==> src/rtl/shake_selftest_seq_if.sv <==
// Core-side bus of the SHAKE256 self-test sequencer.
// Carries the launch pulse and vector index to the core, and the completion pulse back.
// Also carries the core digest and the expected digest from the ROM.
interface shake_selftest_seq_if #(
   parameter int NUM_VEC  = 4,
   parameter int DIGEST_W = 256
);
   localparam int IDX_W = $clog2(NUM_VEC);

   logic                core_start;
   logic [IDX_W-1:0]    core_idx;
   logic                core_done;
   logic [DIGEST_W-1:0] core_digest;
   logic [DIGEST_W-1:0] exp_digest;

   // sequencer side
   modport master (
      output core_start,
      output core_idx,
      input  core_done,
      input  core_digest,
      input  exp_digest
   );

   // hash core + expected-digest ROM side
   modport slave (
      input  core_start,
      input  core_idx,
      output core_done,
      output core_digest,
      output exp_digest
   );
endinterface

==> src/rtl/shake_selftest_seq.sv <==
// Known-answer self-test sequencer for the SHAKE256 core: one vector or all vectors per run.
// core_start rises 2 cycles after the start edge is seen; 3 cycles from core_done to the next core_start.
// A start is accepted only in IDLE, and core_done is honoured only while waiting. A watchdog bounds every wait.
module shake_selftest_seq #(
   parameter  int NUM_VEC     = 4,
   parameter  int DIGEST_W    = 256,
   parameter  int TIMEOUT_CYC = 100000,
   localparam int IDX_W       = $clog2(NUM_VEC),
   localparam int CNT_W       = IDX_W + 1
) (
   input  logic                 clk,
   input  logic                 rst,
   input  logic                 sw_start,
   input  logic                 mode_all,
   input  logic [IDX_W-1:0]     vec_sel,
   shake_selftest_seq_if.master core,
   output logic                 busy,
   output logic                 run_done,
   output logic [CNT_W-1:0]     pass_count,
   output logic [CNT_W-1:0]     fail_count,
   output logic [NUM_VEC-1:0]   fail_mask,
   output logic                 timeout_flag,
   output logic                 led_idle,
   output logic                 led_processing,
   output logic                 led_correct,
   output logic                 led_incorrect
);
   localparam int               WD_W     = $clog2(TIMEOUT_CYC);
   localparam logic [WD_W-1:0]  WD_LAST  = WD_W'(TIMEOUT_CYC - 1);
   localparam logic [IDX_W-1:0] LAST_IDX = IDX_W'(NUM_VEC - 1);
   localparam logic [IDX_W:0]   NV_EXT   = (IDX_W + 1)'(NUM_VEC);

   typedef enum logic [2:0] {IDLE, LAUNCH, WAIT, CHECK, DONE} state_t;

   state_t              state;
   logic                sw_start_q;
   logic                mode_q;      // mode_all captured at start
   logic                idx_ok;      // core_idx names a real vector (mask bit exists)
   logic                match;       // verdict of the vector just waited on
   logic [WD_W-1:0]     wd;          // WAIT cycles already spent on this vector
   logic                start_edge;
   logic                sel_ok;
   logic [DIGEST_W-1:0] digest_diff;
   logic                digest_eq;

   assign start_edge     = sw_start & ~sw_start_q;
   assign sel_ok         = ({1'b0, vec_sel} < NV_EXT);
   assign digest_diff    = core.core_digest ^ core.exp_digest;
   assign digest_eq      = ~|digest_diff;
   assign led_processing = busy;

   // Run sequencing, watchdog, result accumulation and LED verdict in one registered FSM
   always_ff @(posedge clk) begin
      if (rst) begin
         state           <= IDLE;
         sw_start_q      <= sw_start;   // a switch held through reset is not an edge
         mode_q          <= 1'b0;
         idx_ok          <= 1'b0;
         match           <= 1'b0;
         wd              <= '0;
         core.core_start <= 1'b0;
         core.core_idx   <= '0;
         busy            <= 1'b0;
         run_done        <= 1'b0;
         pass_count      <= '0;
         fail_count      <= '0;
         fail_mask       <= '0;
         timeout_flag    <= 1'b0;
         led_idle        <= 1'b1;
         led_correct     <= 1'b0;
         led_incorrect   <= 1'b0;
      end else begin
         sw_start_q      <= sw_start;
         core.core_start <= 1'b0;
         run_done        <= 1'b0;
         case (state)
            IDLE: begin
               if (start_edge) begin
                  mode_q        <= mode_all;
                  core.core_idx <= mode_all ? '0 : vec_sel;
                  pass_count    <= '0;
                  fail_count    <= '0;
                  fail_mask     <= '0;
                  timeout_flag  <= 1'b0;
                  busy          <= 1'b1;
                  led_idle      <= 1'b0;
                  led_correct   <= 1'b0;
                  led_incorrect <= 1'b0;
                  if (!mode_all && !sel_ok) begin
                     // nonexistent vector: never launched, scored as a single failure
                     idx_ok <= 1'b0;
                     match  <= 1'b0;
                     state  <= CHECK;
                  end else begin
                     idx_ok <= 1'b1;
                     state  <= LAUNCH;
                  end
               end
            end
            LAUNCH: begin
               core.core_start <= 1'b1;
               wd              <= '0;
               state           <= WAIT;
            end
            WAIT: begin
               // core_done is tested first so it wins over an expiring watchdog
               if (core.core_done) begin
                  match <= digest_eq;
                  state <= CHECK;
               end else if (wd == WD_LAST) begin
                  match        <= 1'b0;
                  timeout_flag <= 1'b1;
                  state        <= CHECK;
               end else begin
                  wd <= wd + WD_W'(1);
               end
            end
            CHECK: begin
               if (match) begin
                  pass_count <= pass_count + CNT_W'(1);
               end else begin
                  fail_count <= fail_count + CNT_W'(1);
                  if (idx_ok) fail_mask[core.core_idx] <= 1'b1;
               end
               if (mode_q && core.core_idx != LAST_IDX) begin
                  core.core_idx <= core.core_idx + IDX_W'(1);
                  state         <= LAUNCH;
               end else begin
                  run_done <= 1'b1;
                  state    <= DONE;
               end
            end
            DONE: begin
               busy          <= 1'b0;
               led_idle      <= 1'b1;
               led_correct   <= (fail_count == '0);
               led_incorrect <= (fail_count != '0);
               state         <= IDLE;
            end
            default: state <= IDLE;
         endcase
      end
   end
endmodule
==> src/flat_wrapper.sv <==
// flat-port wrapper written by rule: the top's interface ports become plain ports
module shake_selftest_seq_flat 
#(
   parameter  int NUM_VEC     = 4,
   parameter  int DIGEST_W    = 256,
   parameter  int TIMEOUT_CYC = 100000,
   localparam int IDX_W       = $clog2(NUM_VEC),
   localparam int CNT_W       = IDX_W + 1
)
  (clk, rst, sw_start, mode_all, vec_sel, busy, run_done, pass_count, fail_count, fail_mask, timeout_flag, led_idle, led_processing, led_correct, led_incorrect, core_core_start, core_core_idx, core_core_done, core_core_digest, core_exp_digest);
  shake_selftest_seq_if #(.NUM_VEC(NUM_VEC), .DIGEST_W(DIGEST_W)) core_i ();
  input  logic clk;
  input  logic rst;
  input  logic sw_start;
  input  logic mode_all;
  input  logic [IDX_W-1:0] vec_sel;
  output logic busy;
  output logic run_done;
  output logic [CNT_W-1:0] pass_count;
  output logic [CNT_W-1:0] fail_count;
  output logic [NUM_VEC-1:0] fail_mask;
  output logic timeout_flag;
  output logic led_idle;
  output logic led_processing;
  output logic led_correct;
  output logic led_incorrect;
  output wire logic [$bits(core_i.core_start)-1:0] core_core_start;
  output wire logic [$bits(core_i.core_idx)-1:0] core_core_idx;
  input wire logic [$bits(core_i.core_done)-1:0] core_core_done;
  input wire logic [$bits(core_i.core_digest)-1:0] core_core_digest;
  input wire logic [$bits(core_i.exp_digest)-1:0] core_exp_digest;
  assign core_core_start = core_i.core_start;
  assign core_core_idx = core_i.core_idx;
  assign core_i.core_done = core_core_done;
  assign core_i.core_digest = core_core_digest;
  assign core_i.exp_digest = core_exp_digest;
  shake_selftest_seq #(.NUM_VEC(NUM_VEC), .DIGEST_W(DIGEST_W), .TIMEOUT_CYC(TIMEOUT_CYC)) u_core (.clk(clk), .rst(rst), .sw_start(sw_start), .mode_all(mode_all), .vec_sel(vec_sel), .core(core_i), .busy(busy), .run_done(run_done), .pass_count(pass_count), .fail_count(fail_count), .fail_mask(fail_mask), .timeout_flag(timeout_flag), .led_idle(led_idle), .led_processing(led_processing), .led_correct(led_correct), .led_incorrect(led_incorrect));
endmodule
==> config.mk <==
export PLATFORM = sky130hd
export DESIGN_NAME = shake_selftest_seq_flat
export DESIGN_NICKNAME = d
export VERILOG_FILES = /design/src/rtl/shake_selftest_seq_if.sv /design/src/rtl/shake_selftest_seq.sv /design/src/flat_wrapper.sv
export SDC_FILE = /design/constraint.sdc
export NUM_CORES = 1
export LEC_CHECK = 0
export CORE_AREA = 2 2 208 210
export CTS_CLUSTER_SIZE = 10
export DETAILED_ROUTE_END_ITERATION = 12
export DIE_AREA = 0 0 210 212
export PLACE_DENSITY = 0.43
export SYNTH_ARGS = -nofsm -noshare
export SYNTH_HDL_FRONTEND = slang
export SYNTH_SLANG_ARGS = --single-unit
==> constraint.sdc <==
create_clock -name clk -period 3.6 [get_ports clk]
set_input_delay 0.72 -clock clk [delete_from_list [all_inputs] [get_ports clk]]
set_output_delay 0.72 -clock clk [all_outputs]
set_load 0.02 [all_outputs]
==> impl_metrics.csv, run 1 <==
group,metric,value,unit
final_layout,syn_to_final_growth,131.2,%
power,p_leak,3.888,nW
timing,max_slew_margin,25.03,%
floorplanning,ioPinCount,539,
timing,finalCriticalPeriod,2862,ps
drt,via_per_inst,3.743,
synth,ys_seq_elements,43,
setup_path,crit_family,"simple AND/OR/NAND/NOR gates",
setup_path,crit_type,"in2reg",
clock_tree,h-tree-depth,2,
floorplanning,rows,76,
clock_tree,hold_buffers,0,
place,gp_congestion,0.8987,
timing,setup_slack,737.7,ps
setup_path,r2r_slack,790,ps
drt,routedWlPerCell,23.20,µm
floorplanning,die_area,44520,µm²
synth,async_flop_share,0,%
grt,grt_pass1_wl,51190,µm
clock_tree,numCtsBuffers,5,
setup_path,crit_end,"u_core.match",
setup_path,cp.depth,7,
setup_path,end_kind,"flop",
place,port-buffer-count,538,
timing,setup_tns,0,ps
power,power_density,175.5,nW/µm²
setup_path,rr_worst_depth,6,
synth,syn_nets,1103,
setup_path,arrival,3080,ps
grt,grt_use_total,16.93,%
floorplanning,start_util,11.22,%
clock_tree,postCtsSetupBuffers,0,
clock_tree,cts.clk_slew.worst_paths,60,ps
grt,gr-total-overflow,0,
setup_path,crit_path_max_incr_delay,590,ps
setup_path,critical_path.max_fanout,1,
timing,worst_pin_slew,1122,ps
synth,syn_area_per_cell,8.276,µm²
setup_path,slowest_stage,"nor4_1",
setup_path,crit_chain,"clkdlybuf4s50_1, xor2_1, nor4_1, nand4_1, nor4_1, nand4_1, o21ai_1",
power,vdd_ir_drop_max,0.0001666,V
setup_path,critPathLaunchType,"primary input",
clock_tree,root_buffer,"clkbuf_16",
clock_tree,cts_sinks,43,
floorplanning,design.core.area,42510,µm²
floorplanning,die_w,210,µm
clock_tree,ctsResizeCount,0,
setup_path,r2r-start,"u_core.state[1]",
floorplanning,die_h,212,µm
timing,clock_skew,5.747,ps
synth,syn_area,4767,µm²
drt,antenna_left,0,
clock_tree,cts_buffer_depth,2,
flow_run,cap_violations,0,
status,status,"completed",
synth,synth-seq-area-share,18.06,%
setup_path,required,3820,ps
drt,routed_wirelength,39080,µm
synth,synth-edff-count,0,
synth,synthCells,576,
timing,setup_viol,0,
grt,grt_pass1_vias,6622,
setup_path,worst-path-buf-inv,1,
drt,vias,6303,
synth,yosys_warnings,0,
synth,yosys.area.top_type,"xor2_1",
clock_tree,clock_latency,290,ps
setup_path,setup.worst_path.start,"core_exp_digest[46]",
setup_path,rr_endpoint,"u_core.match",
synth,ys_types,43,
drt,drtIter0Drc,194,
synth,synth_top_cell_area_share,40.24,%
timing,hold_viol_final,0,
synth,synth_area_leaders,"xor2_1, dfxtp_1, xnor2_1",
final_layout,drive_above_1_share,1.431,%
timing,period_share,79.51,%
drt,dr.pass1.iters,4,
clock_tree,cts_tree,"built",
timing,slew_violations,0,
grt,antenna_found_initial,48,
final_layout,nFillCells,4672,
worst_hold_path,hp-class,"reg2reg",
timing,grt_setup_unrepaired,"no",
place,dp_slack,195.4,ps
synth,synth_flop_cell,"dfxtp_1",
drt,drc,0,
final_layout,fin_util,25.93,%
grt,grt_max_degree,21,
timing,clock.fmax,0.3494,GHz
place,place_hpwl,36940,µm
final_layout,nNetsFinal,1644,
[cells in the mapped netlist (2+ instances only)]
| cell | n |
|---|---|
| a211oi_1 | 3 |
| a21oi_1 | 12 |
| a22oi_1 | 2 |
| a31oi_1 | 4 |
| and2_1 | 2 |
| and3_1 | 2 |
| buf_1 | 2 |
| clkbuf_1 | 6 |
| dfxtp_1 | 43 |
| ha_1 | 8 |
| inv_1 | 11 |
| nand2_1 | 14 |
| nand2b_1 | 6 |
| nand3_1 | 7 |
| nand4_1 | 31 |
| nor2_1 | 43 |
| nor2b_1 | 3 |
| nor3_1 | 10 |
| nor3b_1 | 3 |
| nor4_1 | 65 |
| o211ai_1 | 2 |
| o21ai_0 | 4 |
| or3_1 | 2 |
| xnor2_1 | 54 |
| xor2_1 | 219 |
[cells by family (layout without fill, tap and decap cells)]
group	after synthesis	count (layout)	share of synthesized area (%)
fa+ha+maj	8	8	2.100
buf+inv	21	563	1.890
other cells	0	20	0
flops	43	43	18.06
simple gates	196	196	23.07
compound gates	35	35	4.724
xor+xnor	273	273	50.16
[worst reg2reg max path, cell delays in order (launching register included)]
cell     delay [ps]
dfxtp_1         530
or3b_1          490
nor4_1          580
nand4_1         200
nor4_1          510
nand4_1         270
o21ai_1         160
[layer usage]
metal	wire length (µm)	part of all wire (%)	vias to the layer above	global-route usage, %
li1	-	-	3113	-
met4	290	0.74	26	1.908
met2	18180	47	290	28.72
met3	4634	12	42	8.700
met5	176	0.45	-	0
met1	15790	40	2832	19.58
[report_power, final]
part	total (W)	internal [W]	switching, W	leakage (nW)
Sequential	0.000494	0.000485	0.00000935	0.348
Clock	0.000451	0.000256	0.000195	0.0670
Combinational	0.000989	0.000660	0.000330	3.47
[stage by stage]
stage          power [W]  std cells  hold slack (ps)  instance area (µm²)
2_1_floorplan  0.0007662        576            431.7                 4767
3_3_place_gp    0.001500       1656            446.1                10830
3_5_place_dp    0.001501       1656            455.7                10830
4_1_cts         0.001967       1664            471.0                10970
5_1_grt         0.002045       1666            509.0                10980
6_report        0.001934       1684            466.1                11020
[registers in the layout, indices dropped and copies added (netlist names)]
name	count
u_core.fail_mask	4
u_core.core.core_start	1
u_core.led_idle	1
u_core.pass_count	3
u_core.sw_start_q	1
u_core.fail_count	3
u_core.idx_ok	1
u_core.timeout_flag	1
u_core.led_incorrect	1
u_core.mode_q	1
u_core.wd	17
u_core.core.core_idx	2
u_core.state	3
u_core.led_correct	1
u_core.run_done	1
u_core.busy	1
u_core.match	1
[cells in the final DEF, fill, tap and decap left out, types with 3 or more instances in the layout]
master / netlist / final
ha_1: 8 / 8
nor2_1: 43 / 43
a31oi_1: 4 / 4
inv_1: 11 / 11
clkdlybuf4s50_1: 0 / 538
nand4_1: 31 / 31
diode_2: 0 / 20
nor2b_1: 3 / 3
nand2_1: 14 / 14
xor2_1: 219 / 219
a211oi_1: 3 / 3
nand2b_1: 6 / 6
nand3_1: 7 / 7
buf_4: 1 / 6
xnor2_1: 54 / 54
nor3_1: 10 / 10
nor3b_1: 3 / 3
o21ai_0: 4 / 4
nor4_1: 65 / 65
a21oi_1: 12 / 12
clkbuf_16: 0 / 5
dfxtp_1: 43 / 43
[worst min-delay path by stage]
| stage | start | endpoint | slack, ps | cells after the start |
|---|---|---|---|---|
| 2_1_floorplan | u_core.idx_ok | u_core.idx_ok | 430 | 2 |
| 3_3_place_gp | u_core.idx_ok | u_core.idx_ok | 450 | 2 |
| 3_5_place_dp | u_core.idx_ok | u_core.idx_ok | 460 | 2 |
| 4_1_cts | u_core.idx_ok | u_core.idx_ok | 470 | 2 |
| 5_1_grt | u_core.mode_q | u_core.mode_q | 510 | 2 |
| 6_report | u_core.idx_ok | u_core.idx_ok | 470 | 2 |
[final cells by class]
type	count	area, µm²	share of cell area (%)
well taps	546	683.2	6.197
repair buffers	544	5430	49.26
diodes	20	50.05	0.4540
multi-input cells	512	3816	34.62
clock inverters	2	12.51	0.1135
clock buffers	6	128.9	1.169
flip-flops and latches	43	860.8	7.809
inverters	11	41.29	0.3746
No activity file was read; power rests on OpenSTA's default activity.
==> inputs of run 2 (changes only) <==
--- a/config.mk
+++ b/config.mk
@@ -5,10 +5,10 @@
 export SDC_FILE = /design/constraint.sdc
 export NUM_CORES = 1
 export LEC_CHECK = 0
-export CORE_AREA = 2 2 208 210
+export CORE_AREA = 2 2 207 209
 export CTS_CLUSTER_SIZE = 10
 export DETAILED_ROUTE_END_ITERATION = 12
-export DIE_AREA = 0 0 210 212
+export DIE_AREA = 0 0 209 211
 export PLACE_DENSITY = 0.43
 export SYNTH_ARGS = -nofsm -noshare
 export SYNTH_HDL_FRONTEND = slang
==> constraint.sdc (replaced) <==
create_clock -name clk -period 2.9 [get_ports clk]
set_input_delay 0.58 -clock clk [delete_from_list [all_inputs] [get_ports clk]]
set_output_delay 0.58 -clock clk [all_outputs]
set_load 0.02 [all_outputs]
==> run 2 against run 1 <==
Flip-flop and latch count unchanged. Critical path depth up 1. Clock skew up 1.1 ps. Critical path type unchanged. Global-route usage down 0.50 points. Clock-buffer cell count down 1. Register-to-register slack worse by 330 ps. Non-clock buffer count up 6. Core utilization up 0.55 points. Largest power group unchanged. Sequential power up 24%. Routed wire length down 4.3%.
==> impl_metrics.csv, run 2 (synthesized netlist as in run 1, its figures left out) <==
group,metric,value,unit
clock_tree,clock_latency,290,ps
status,status,"completed",
timing,max_slew_margin,23.17,%
power,switching_power,0.0006679,W
timing,finalCriticalPeriod,2521,ps
grt,gr-total-overflow,0,
power,power,0.002414,W
place,dp.cells,1655,
timing,clock.fmax,0.3966,GHz
final_layout,nFillCells,4569,
clock_tree,hold_buffers,0,
clock_tree,cts.clk_slew.worst_paths,60,ps
final_layout,nNetsFinal,1650,
place,place_hpwl,35270,µm
clock_tree,cts_sinks,43,
power,p_leak,3.921,nW
timing,worst_pin_slew,1150,ps
flow_run,cap_violations,0,
final_layout,fin_util,26.49,%
floorplanning,die_h,211,µm
timing,period_share,86.94,%
grt,grt_pass1_wl,50090,µm
timing,setup_viol,0,
setup_path,end_kind,"flop",
drt,routed_wirelength,37390,µm
setup_path,crit_type,"in2reg",
worst_hold_path,hp-class,"reg2reg",
drt,drc,0,
final_layout,drive_above_1_share,2.135,%
power,intPower,0.001746,W
place,port-buffer-count,538,
floorplanning,rows,75,
setup_path,arrival,2740,ps
drt,drtIter0Drc,165,
power,p_seq_share,25.3,%
timing,grt_setup_unrepaired,"no",
floorplanning,design.core.area,41760,µm²
clock_tree,ctsResizeCount,0,
timing,hold_viol_final,0,
power,vdd_ir_drop_max,0.0002552,V
floorplanning,start_util,11.42,%
drt,dr.pass1.iters,4,
final_layout,top_regs,"u_core.wd: 17 flops, u_core.fail_mask: 4 flops",
setup_path,crit_path_max_incr_delay,470,ps
final_layout,largest_reg_flops,17,
final_layout,final_common_cell,"clkdlybuf4s50_1",
setup_path,critical_path.max_fanout,1,
final_layout,multi_input_area,3822,µm²
clock_tree,root_buffer,"clkbuf_16",
clock_tree,numCtsBuffers,5,
final_layout,regMostFlops,"u_core.wd",
grt,grt_max_degree,21,
power,power_frac_comb,50.7,%
power,sw_frac_of_total,27.66,%
place,gp_congestion,0.9031,
clock_tree,h-tree-depth,2,
setup_path,slowest_stage,"clkdlybuf4s50_1",
setup_path,worst-path-buf-inv,2,
drt,via_per_inst,3.736,
timing,clock_skew,6.871,ps
floorplanning,die_area,44100,µm²
clock_tree,postCtsSetupBuffers,0,
grt,grt_pass1_vias,6633,
final_layout,regArea,860.8,µm²
power,power_density,218.3,nW/µm²
setup_path,critPathLaunchType,"primary input",
grt,antenna_found_initial,42,
setup_path,required,3120,ps
setup_path,r2r_slack,460,ps
drt,routedWlPerCell,22.28,µm
floorplanning,ioPinCount,539,
clock_tree,cts_buffer_depth,2,
floorplanning,die_w,209,µm
final_layout,syn_to_final_growth,132.0,%
grt,grt_use_total,16.43,%
power,power.share.clock,24.0,%
setup_path,crit_chain,"clkdlybuf4s50_1, xor2_1, nor4_1, nand4_1, nor4_1, buf_4, nand4_1, o21ai_1",
final_layout,instances_no_fill,1678,
clock_tree,cts_tree,"built",
setup_path,crit_family,"simple AND/OR/NAND/NOR gates",
drt,vias,6269,
final_layout,mostFrequentLayoutCells,"clkdlybuf4s50_1, xor2_1, nor4_1",
timing,slew_violations,0,
drt,antenna_left,0,
## run 2: path summary, 6_finish.rpt
| kind | end | cells past startpoint | start |
|---|---|---|---|
| worst max-delay path | u_core.match | 8 | core_exp_digest[36] |
| worst min-delay path | u_core.mode_q | 2 | u_core.mode_q |
| worst max register to register | u_core.match | 7 | u_core.state[0] |
| worst min register to register | u_core.mode_q | 2 | u_core.mode_q |
## run 2: metrics by stage
stage / setup WS [ps] / setup TNS (ps) / hold WS [ps] / instance area (µm²)
after floorplan: 1001 / 0 / 431.7 / 4767
after global placement: -238.5 / -238.5 / 440.0 / 10870
after detailed placement: -203.7 / -203.7 / 442.6 / 10870
after CTS: 85.33 / 0 / 452.0 / 11020
after global routing: 123.8 / 0 / 472.4 / 11030
final: 378.8 / 0 / 452.4 / 11060
## run 2: per-layer routing
metal	share of wire, %	wire length, µm	vias up	global-route usage [%]
met5	0.37	138	-	0
met4	0.94	353	22	2.192
met3	11	4201	35	7.211
met2	46	17030	313	27.15
met1	42	15670	2780	20.17
li1	-	-	3119	-
## run 2: worst reg2reg max path, cell delays in order (launching register included)
cell,delay (ps)
dfxtp_1,380
or3b_1,510
nor4_1,420
nand4_1,210
nor4_1,300
buf_4,190
nand4_1,190
o21ai_1,170
## run 2: area by class of cell
cell class | count | share of cell area (%)
repair buffers | 550 | 49.50
multi-input cells | 512 | 34.56
flip-flops and latches | 43 | 7.783
well taps | 539 | 6.097
clock buffers | 5 | 1.131
inverters | 11 | 0.3733
diodes | 15 | 0.3394
clock inverters | 3 | 0.2149
## run 2: power by group through the flow
stage	Sequential [W]	Clock (W)	Combinational, W
3_3_place_gp	0.000624	0	0.00123
4_1_cts	0.000611	0.000598	0.00124
3_5_place_dp	0.000625	0	0.00123
5_1_grt	0.000612	0.000621	0.00131
6_report	0.000611	0.000579	0.00122
2_1_floorplan	0.000628	0	0.000323
==> inputs of run 3 (changes only) <==
--- a/config.mk
+++ b/config.mk
@@ -5,11 +5,11 @@
 export SDC_FILE = /design/constraint.sdc
 export NUM_CORES = 1
 export LEC_CHECK = 0
-export CORE_AREA = 2 2 207 209
+export CORE_AREA = 8 8 201 203
 export CTS_CLUSTER_SIZE = 10
 export DETAILED_ROUTE_END_ITERATION = 12
 export DIE_AREA = 0 0 209 211
-export PLACE_DENSITY = 0.43
+export PLACE_DENSITY = 0.47
 export SYNTH_ARGS = -nofsm -noshare
 export SYNTH_HDL_FRONTEND = slang
 export SYNTH_SLANG_ARGS = --single-unit
==> run 3 against run 2 <==
Total power up 1.7%. Core utilization rose by 3.1 points. Clock power increased by 8.3%. Hold slack better by 2.2 ps. Setup slack gained 22 ps. Die area stayed put. Clock-buffer cell count up 1. Critical path type unchanged.
==> impl_metrics.csv, run 3 (synthesized netlist as in run 1, its figures left out) <==
group,metric,value,unit
clock_tree,postCtsSetupBuffers,0,
setup_path,end_kind,"flop",
power,power_density,223.9,nW/µm²
timing,hold_viol_final,0,
drt,drc,0,
place,place_hpwl,38150,µm
worst_hold_path,min_delay_path_depth,2,
drt,drtIter0Drc,287,
final_layout,drive_above_1_share,1.696,%
setup_path,required,3110,ps
setup_path,crit_type,"in2reg",
final_layout,final_common_cell,"clkdlybuf4s50_1",
clock_tree,root_buffer,"clkbuf_16",
worst_hold_path,hp-class,"reg2reg",
clock_tree,hold_buffers,0,
final_layout,mostFrequentLayoutCells,"clkdlybuf4s50_1, xor2_1, nor4_1",
setup_path,critPathLaunchType,"primary input",
final_layout,syn_to_final_growth,130.1,%
flow_run,cap_violations,0,
floorplanning,start_util,12.84,%
drt,vias,6382,
timing,setup_tns,0,ps
floorplanning,rows,71,
worst_hold_path,min_from,"u_core.mode_q",
grt,gr-total-overflow,0,
drt,via_per_inst,3.966,
timing,worst_pin_slew,1148,ps
timing,period_share,86.19,%
setup_path,r2r-start,"u_core.state[0]",
drt,antenna_left,0,
power,vdd_ir_drop_max,0.0001896,V
drt,routedWlPerCell,25.02,µm
final_layout,largest_reg_flops,17,
timing,max_slew_margin,23.34,%
floorplanning,die_h,211,µm
status,status,"completed",
setup_path,critical_path.max_fanout,1,
clock_tree,numCtsBuffers,5,
clock_tree,cts_tree,"built",
timing,fin_hold_ws,454.6,ps
grt,grt_pass1_wl,53630,µm
clock_tree,clock_latency,280,ps
floorplanning,die_w,209,µm
setup_path,arrival,2710,ps
clock_tree,cts.clk_slew.worst_paths,60,ps
grt,grt_use_total,17.37,%
grt,grt_max_degree,21,
clock_tree,h-tree-depth,2,
floorplanning,ioPinCount,539,
final_layout,nNetsFinal,1647,
drt,dr.pass1.iters,4,
timing,clock.fmax,0.4001,GHz
clock_tree,ctsResizeCount,0,
setup_path,r2r_slack,680,ps
timing,finalCriticalPeriod,2499,ps
clock_tree,cts_sinks,43,
grt,antenna_found_initial,43,
timing,clock_skew,7.222,ps
floorplanning,design.core.area,37130,µm²
setup_path,rr_worst_depth,7,
worst_hold_path,hold_end,"u_core.mode_q",
drt,routed_wirelength,40260,µm
setup_path,rr_endpoint,"u_core.match",
place,gp_congestion,0.8398,
grt,grt_pass1_vias,7032,
floorplanning,die_area,44100,µm²
timing,slew_violations,0,
power,p_leak,3.920,nW
clock_tree,cts_buffer_depth,2,
timing,grt_setup_unrepaired,"no",
place,port-buffer-count,538,
final_layout,top_regs,"u_core.wd: 17 flops, u_core.fail_mask: 4 flops",
final_layout,regMostFlops,"u_core.wd",
timing,setup_viol,0,
run 3: cell count changes in the layout (fill, tap and decap cells not counted), sizes merged:
| cell | previous run | this run |
|---|---|---|
| buf | 12 | 9 |
| clkinvlp | 2 | 0 |
| bufinv | 0 | 1 |
| clkbuf | 5 | 6 |
| inv | 12 | 11 |
run 3: power by group:
group	internal (W)	switching (W)	leakage [nW]
Combinational	0.000821	0.000397	3.49
Clock	0.000402	0.000225	0.0770
Sequential	0.000602	0.00000981	0.348
Total	0.00182	0.000631	3.92
run 3: worst max-delay path by stage:
stage	start	cells past startpoint	to	slack [ps]
after floorplan	u_core.wd[5]	7	u_core.wd[6]	1000
after global routing	core_exp_digest[118]	7	u_core.match	260
after CTS	core_exp_digest[118]	7	u_core.match	110
after detailed placement	core_exp_digest[118]	7	u_core.match	-170
final	core_exp_digest[254]	7	u_core.match	400
after global placement	core_exp_digest[118]	7	u_core.match	-170
run 3: final cells by class:
type	count	area (µm²)
fill	3971	26170
timing repair buffer	547	5453
multi-input combinational	512	3824
sequential	43	860.8
tap	474	593.1
clock buffer	6	128.9
inverter	11	41.29
antenna	15	37.54
clock inverter	1	30.03
run 3: layer usage:
| layer | GRT usage, % | vias to the layer above | share of wire, % |
|---|---|---|---|
| met5 | 0 | - | 0.19 |
| met4 | 2.552 | 12 | 0.85 |
| met1 | 21.64 | 2865 | 41 |
| li1 | - | 3124 | - |
| met2 | 28.37 | 353 | 46 |
| met3 | 7.122 | 28 | 12 |
run 3: stage by stage:
stage	instance area (µm²)	setup slack, ps	util, %	std cells	power (W)
finish	10970	400.6	29.54	1609	0.002456
global route	10940	256.7	29.46	1597	0.002586
CTS	10920	110.8	29.42	1594	0.002486
detailed placement	10760	-169.7	28.99	1587	0.001848
global placement	10760	-173.1	28.99	1587	0.001844
floorplan	4767	1001	-	576	0.0009511
run 3: worst max-delay path, cell delays in order:
cell             delay [ps]
clkdlybuf4s50_1         460
xor2_1                  180
nor4_1                  380
nand4_1                 160
nor4_1                  540
nand4_1                 250
o21ai_1                 170
